--- src/rtl/insfetch.sv ---
`default_nettype none
// ============================================================================
// insfetch : instruction prefetch queue, 32-bit fetch split into 16-bit words
// Revision : 1.0
// ============================================================================
module insfetch #(
    parameter int ADDR_W = 24,
    parameter int QWORDS = 8
) (
    input  logic              clk_0,
    input  logic              reset_n,
    input  logic              go,
    input  logic              romold,
    input  logic              jump,
    input  logic [ADDR_W-1:0] jump_addr,
    output logic              insrdy,
    output logic [15:0]       instruction,
    output logic [ADDR_W-1:0] ins_pc,
    output logic              mem_req,
    output logic [ADDR_W-1:0] mem_addr,
    input  logic              mem_ack,
    input  logic              mem_valid,
    input  logic [31:0]       mem_data
);

    localparam int C_PW = $clog2(QWORDS);
    localparam int C_CW = $clog2(QWORDS + 1);
    localparam logic [C_CW-1:0] C_LIMIT = C_CW'(QWORDS - 2);
    localparam logic [C_PW-1:0] C_LAST  = C_PW'(QWORDS - 1);

    logic [15:0]       r_q [QWORDS];
    logic [C_PW-1:0]   r_rd;
    logic [C_PW-1:0]   r_wr;
    logic [C_CW-1:0]   r_count;
    logic [ADDR_W-1:0] r_fetch;
    logic [ADDR_W-1:0] r_mem_addr;
    logic [ADDR_W-1:0] r_pc;
    logic              r_out;
    logic              r_stale;
    logic              r_skip;
    logic              r_req;

    logic              w_pop;
    logic              w_push;
    logic              w_two;
    logic              w_one;
    logic              w_out_after;
    logic              w_raise;
    logic [C_CW-1:0]   w_count_next;
    logic [ADDR_W-1:0] w_base;
    logic              w_unused;

    function automatic logic [C_PW-1:0] f_inc(input logic [C_PW-1:0] p);
        return (p == C_LAST) ? '0 : p + 1'b1;
    endfunction

    assign w_unused = jump_addr[0];

    assign insrdy      = (r_count != '0);
    assign instruction = r_q[r_rd];
    assign ins_pc      = r_pc;
    assign mem_req     = r_req;
    assign mem_addr    = r_mem_addr;

    always_comb begin
        w_pop       = romold & insrdy & ~jump;
        w_push      = mem_valid & r_out & ~r_stale & ~jump;
        w_two       = w_push & ~r_skip;
        w_one       = w_push & r_skip;
        // a read whose data returns this cycle no longer blocks the next one
        w_out_after = r_out & ~mem_valid;
        w_base      = jump ? {jump_addr[ADDR_W-1:2], 2'b00} : r_fetch;

        w_count_next = r_count;
        if (jump) begin
            w_count_next = '0;
        end else begin
            if (w_two) begin
                w_count_next = w_count_next + C_CW'(2);
            end else if (w_one) begin
                w_count_next = w_count_next + C_CW'(1);
            end
            if (w_pop) begin
                w_count_next = w_count_next - C_CW'(1);
            end
        end

        w_raise = ~r_req & go & ~w_out_after & (w_count_next <= C_LIMIT);
    end

    always_ff @(posedge clk_0 or negedge reset_n) begin
        if (!reset_n) begin
            for (int i = 0; i < QWORDS; i++) begin
                r_q[i] <= '0;
            end
            r_rd       <= '0;
            r_wr       <= '0;
            r_count    <= '0;
            r_fetch    <= '0;
            r_mem_addr <= '0;
            r_pc       <= '0;
            r_out      <= 1'b0;
            r_stale    <= 1'b0;
            r_skip     <= 1'b0;
            r_req      <= 1'b0;
        end else begin
            r_count <= w_count_next;
            r_req   <= (r_req & ~mem_ack) | w_raise;
            r_out   <= w_out_after | w_raise;

            // fetch pointer moves at issue so a stale ack cannot disturb a redirect
            if (w_raise) begin
                r_mem_addr <= w_base;
                r_fetch    <= w_base + ADDR_W'(4);
            end else if (jump) begin
                r_fetch <= w_base;
            end

            if (jump) begin
                r_stale <= w_out_after;
                r_skip  <= jump_addr[1];
                r_pc    <= {jump_addr[ADDR_W-1:1], 1'b0};
                r_rd    <= '0;
                r_wr    <= '0;
            end else begin
                if (mem_valid) begin
                    r_stale <= 1'b0;
                end
                if (w_push) begin
                    r_skip <= 1'b0;
                end
                if (w_pop) begin
                    r_pc <= r_pc + ADDR_W'(2);
                    r_rd <= f_inc(r_rd);
                end
                if (w_two) begin
                    r_q[r_wr]        <= mem_data[31:16];
                    r_q[f_inc(r_wr)] <= mem_data[15:0];
                    r_wr             <= f_inc(f_inc(r_wr));
                end else if (w_one) begin
                    r_q[r_wr] <= mem_data[15:0];
                    r_wr      <= f_inc(r_wr);
                end
            end
        end
    end

endmodule
`default_nettype wire

--- config.mk ---
export PLATFORM = sky130hd
export DESIGN_NAME = insfetch
export DESIGN_NICKNAME = d
export VERILOG_FILES = /design/src/rtl/insfetch.sv
export SDC_FILE = /design/constraint.sdc
export NUM_CORES = 1
export LEC_CHECK = 0
export ABC_CLOCK_PERIOD_IN_PS = 3180
export BUFFER_PORTS_ARGS = -buffer_cell sky130_fd_sc_hd__buf_2
export CORE_MARGIN = 2
export CORE_UTILIZATION = 44
export CTS_CLUSTER_DIAMETER = 60
export CTS_CLUSTER_SIZE = 16
export DETAILED_ROUTE_END_ITERATION = 6
export GPL_ROUTABILITY_DRIVEN = 0
export HOLD_SLACK_MARGIN = 0.15
export PLACE_DENSITY = 0.69
export RECOVER_POWER = 25
export SLEW_MARGIN = 30
export SYNTH_ARGS = -nofsm -noshare
export SYNTH_HDL_FRONTEND = slang
export SYNTH_SLANG_ARGS = --single-unit
--- constraint.sdc ---
create_clock -name clk_0 -period 3.18 [get_ports clk_0]
set_clock_uncertainty 0.2 [all_clocks]
set_input_delay 0.159 -clock clk_0 [delete_from_list [all_inputs] [get_ports clk_0]]
set_output_delay 0.159 -clock clk_0 [all_outputs]
set_load 0.01 [all_outputs]
==> results.yml <==
global_routing:
  grt_max_degree: 94
  grt_pass1_wl_um: 64200
  grt_antenna_before_repair: 0
  grt_use_total_pct: 28.1
  grt_pass1_vias: 11400
  overflow: 0
power_and_ir_drop:
  power_density_nw_per_um2: 694
  power.internal_mw: 6.72
  clockPowerShare_pct: 26.5
  pwr-share-comb_pct: 38.0
  ir_worst_vdd_uv: 479
  p_seq_share_pct: 35.4
  sw_frac_of_total_pct: 37.2
  leakagePower_nw: 6.30
  total_power_mw: 10.7
  power.switching_mw: 3.98
detailed_routing:
  first_pass_iters: 6
  vias: 11700
  drtAntennaViolNets: 0
  drtIter0Drc: 1518
  avgViaCountPerCell: 6.49
  routed_wl_um: 41800
  wl_per_cell_um: 23.3
  drc: 0
  wl_met3_um: 4290
  wl_met2_um: 19000
  maxUsedRoutingLayer: "met4"
  wl_met1_um: 16500
sta:
  finalSetupViolations: 0
  period_share_pct: 94.9
  slew_violations: 0
  hold_violations: 0
  worst_slew_pin_slew_ns: 1.34
  min_period_ns: 3.02
  maxSlewHeadroom_pct: 10.7
  timing.fmax_mhz: 331
  grt_setup_unrepaired: "false"
setup_path:
  crit_required_ns: 3.38
  crit_path_max_incr_delay_ns: 0.61
  timing.rr.end: "ins_pc[18]"
  cp_max_fo: 8
  cp_cell_sequence: "inv_1 -> ha_1 -> or3b_1 -> nand2_1 -> buf_4 -> nor2_2 -> and3_1 -> nand3_1 -> xor2_1 -> o21ai_0 -> dlygate4sd3_1"
  reg2reg_depth: 11
  crit_family: "simple AND/OR/NAND/NOR gates"
  worstReg2RegStart: "r_count[0]"
  path_class: "reg -> reg"
  rrSetupSlack_ns: 0.16
  worst-path-buf-inv: 3
  cp_data_arrival_time_ns: 3.22
  critical-path-slowest-cell: "dlygate4sd3_1"
  crit_cells: 11
  end_kind: "flip-flop"
  crit_path_start_kind: "flip-flop"
die:
  initial_core_util_pct: 44.5
  core_area_um2: 27600
  die_area_um2: 29300
  die_w_um: 171
  die_h_um: 171
  io_pins: 129
  rows: 61
cells_and_area:
  area_growth_pct: 25.5
  layout_commonest_cell: "dfrtp_1"
  nNetsFinal: 1474
  final_cell_mix: "dfrtp_1 (211), a22oi_1 (129), a22o_1 (129), o22ai_1 (128), dlygate4sd3_1 (111)"
  fin_util_pct: 55.9
  num_antenna_cells: 0
  drive_gt1_share_pct: 20.9
  fin_area_um2: 15400
clock_network:
  cts_num_sinks: 213
  cts_buffers: 25
  path_clk_slew_ns: 0.07
  htreeDepth: 1
  cts_setup_buffers: 0
  clk_latency_ns: 0.53
  clock_path_buffers: 3
  cts_root_buf: "clkbuf_16"
  cts_tree: "yes"
placement:
  dp_hpwl_um: 25700
  io_buffers: 126
  dpl-instance-area_um2: 13500
outcome:
  status: "finished clean"
logic_synthesis:
  netlist_top_cells_area: "dfrtp_1 (43%), a22o_1 (9.2%), a22oi_1 (7.9%)"
  ys.warnings.count: 0
  yosysSeqAreaShare_pct: 43.4
  synth_largest_area_cell: "dfrtp_1"
  synthArstFlopShare_pct: 100
  synth_cells: 1190
  synth_cell_types: 61
  synth_edf_count: 0
  synth_seq_cells: 213
  ys.flop_type: "dfrtp_1"
  synth.cell_area_um2: 12300
  yosysTopAreaCellShare_pct: 43.4
  synth.net_count: 1264
  syn_avg_cell_area_um2: 10.3
worst_hold_path:
  hold_class: "in -> reg"
  hold_path.startpoint: "jump_addr[13]"
  hold_depth: 4
  min_to: "ins_pc[13]"
flow_run:
  cap_violations: 0
==> per-stage QoR <==
stage / instances / setup WS (ns) / setup TNS, ns / hold slack [ns]
2_1_floorplan: 1190 / 0.147 / 0 / -0.337
5_1_grt: 1796 / 0.00740 / 0 / 0.295
4_1_cts: 1796 / 0.0391 / 0 / 0.251
6_report: 1796 / 0.163 / 0 / 0.278
3_5_place_dp: 1640 / -0.0708 / -0.653 / 0.0265
3_3_place_gp: 1640 / 0.0294 / 0 / 0.0265
==> state kept, by name, summed over array words and instances, names as in the netlist <==
signal,cells
r_q,128
mem_addr,24
r_fetch,24
ins_pc,23
r_count,4
r_rd,3
r_wr,3
mem_req,1
r_out,1
r_skip,1
r_stale,1
==> worst max-delay path by stage <==
stage / to / startpoint / slack [ns]
2_1_floorplan: r_fetch[3] / r_count[0] / 0.15
3_3_place_gp: mem_addr[2] / r_count[0] / 0.03
3_5_place_dp: mem_addr[2] / r_count[1] / -0.07
4_1_cts: r_fetch[4] / r_count[1] / 0.04
5_1_grt: ins_pc[18] / r_count[0] / 0.007
6_report: ins_pc[18] / r_count[0] / 0.16
==> power by group through the flow <==
stage | clock network, mW | registers [mW] | logic [mW]
after floorplan | 0 | 3.74 | 2.54
after global placement | 0 | 3.79 | 3.78
after detailed placement | 0 | 3.81 | 3.86
after CTS | 2.88 | 3.78 | 4.03
after global routing | 3.00 | 3.86 | 4.34
final | 2.84 | 3.79 | 4.07
==> worst min-delay path, delay by kind of cell <==
kind                   cells  cell delay [ns]
AO/OA/AOI/OAI              1             0.10
AND/OR/NAND/NOR            1             0.10
buffers and inverters      2             0.60
==> timing repair <==
action | in CTS | in global routing
endpoints found under the hold margin | 424 | 0
resized for setup | 2 | 5
hold buffers | 111 | 0
endpoints found under the setup margin | 14 | 41
pin swaps | 0 | 1
==> cells by family (layout without fill, tap and decap cells) <==
group | count (synthesis) | count (layout) | synth area share, %
xor+xnor | 47 | 47 | 3.35
buf+inv | 161 | 389 | 5.25
flops | 213 | 213 | 43.4
fa+ha+maj | 11 | 11 | 1.12
compound gates | 481 | 481 | 28.3
mux | 74 | 74 | 9.59
simple gates | 202 | 202 | 9.03
other cells | 1 | 1 | 0.0305
==> cell type report <==
cell class,count,area [µm²]
fillers,2364,12200
inverters,22,82.6
well taps,378,473
clock buffers,28,657
clock inverters,17,154
repair buffers,322,2370
multi-input cells,816,6360
flip-flops and latches,213,5340
==> synth_stat cells (6+ instances only) <==
library cell / number
buf_1: 25
mux4_2: 32
clkbuf_1: 103
mux2_2: 20
xor2_1: 23
buf_2: 6
dfrtp_1: 213
ha_1: 11
mux2i_1: 12
nor2_1: 29
nor2b_1: 9
nor3_1: 17
and3_1: 8
inv_1: 21
nor4_2: 7
o22ai_1: 128
nand2_1: 71
o21ai_0: 61
a22o_1: 129
mux2_1: 10
a21oi_1: 8
nand4_1: 8
a22oi_1: 129
nand3_1: 18
xnor2_1: 24
==> metal layers <==
metal	vias to the layer above	GRT usage [%]
met5	-	0
li1	5036	-
met4	0	13.2
met2	772	43.2
met1	5646	37.6
met3	201	6.34
(Power assumes the default switching activity.)
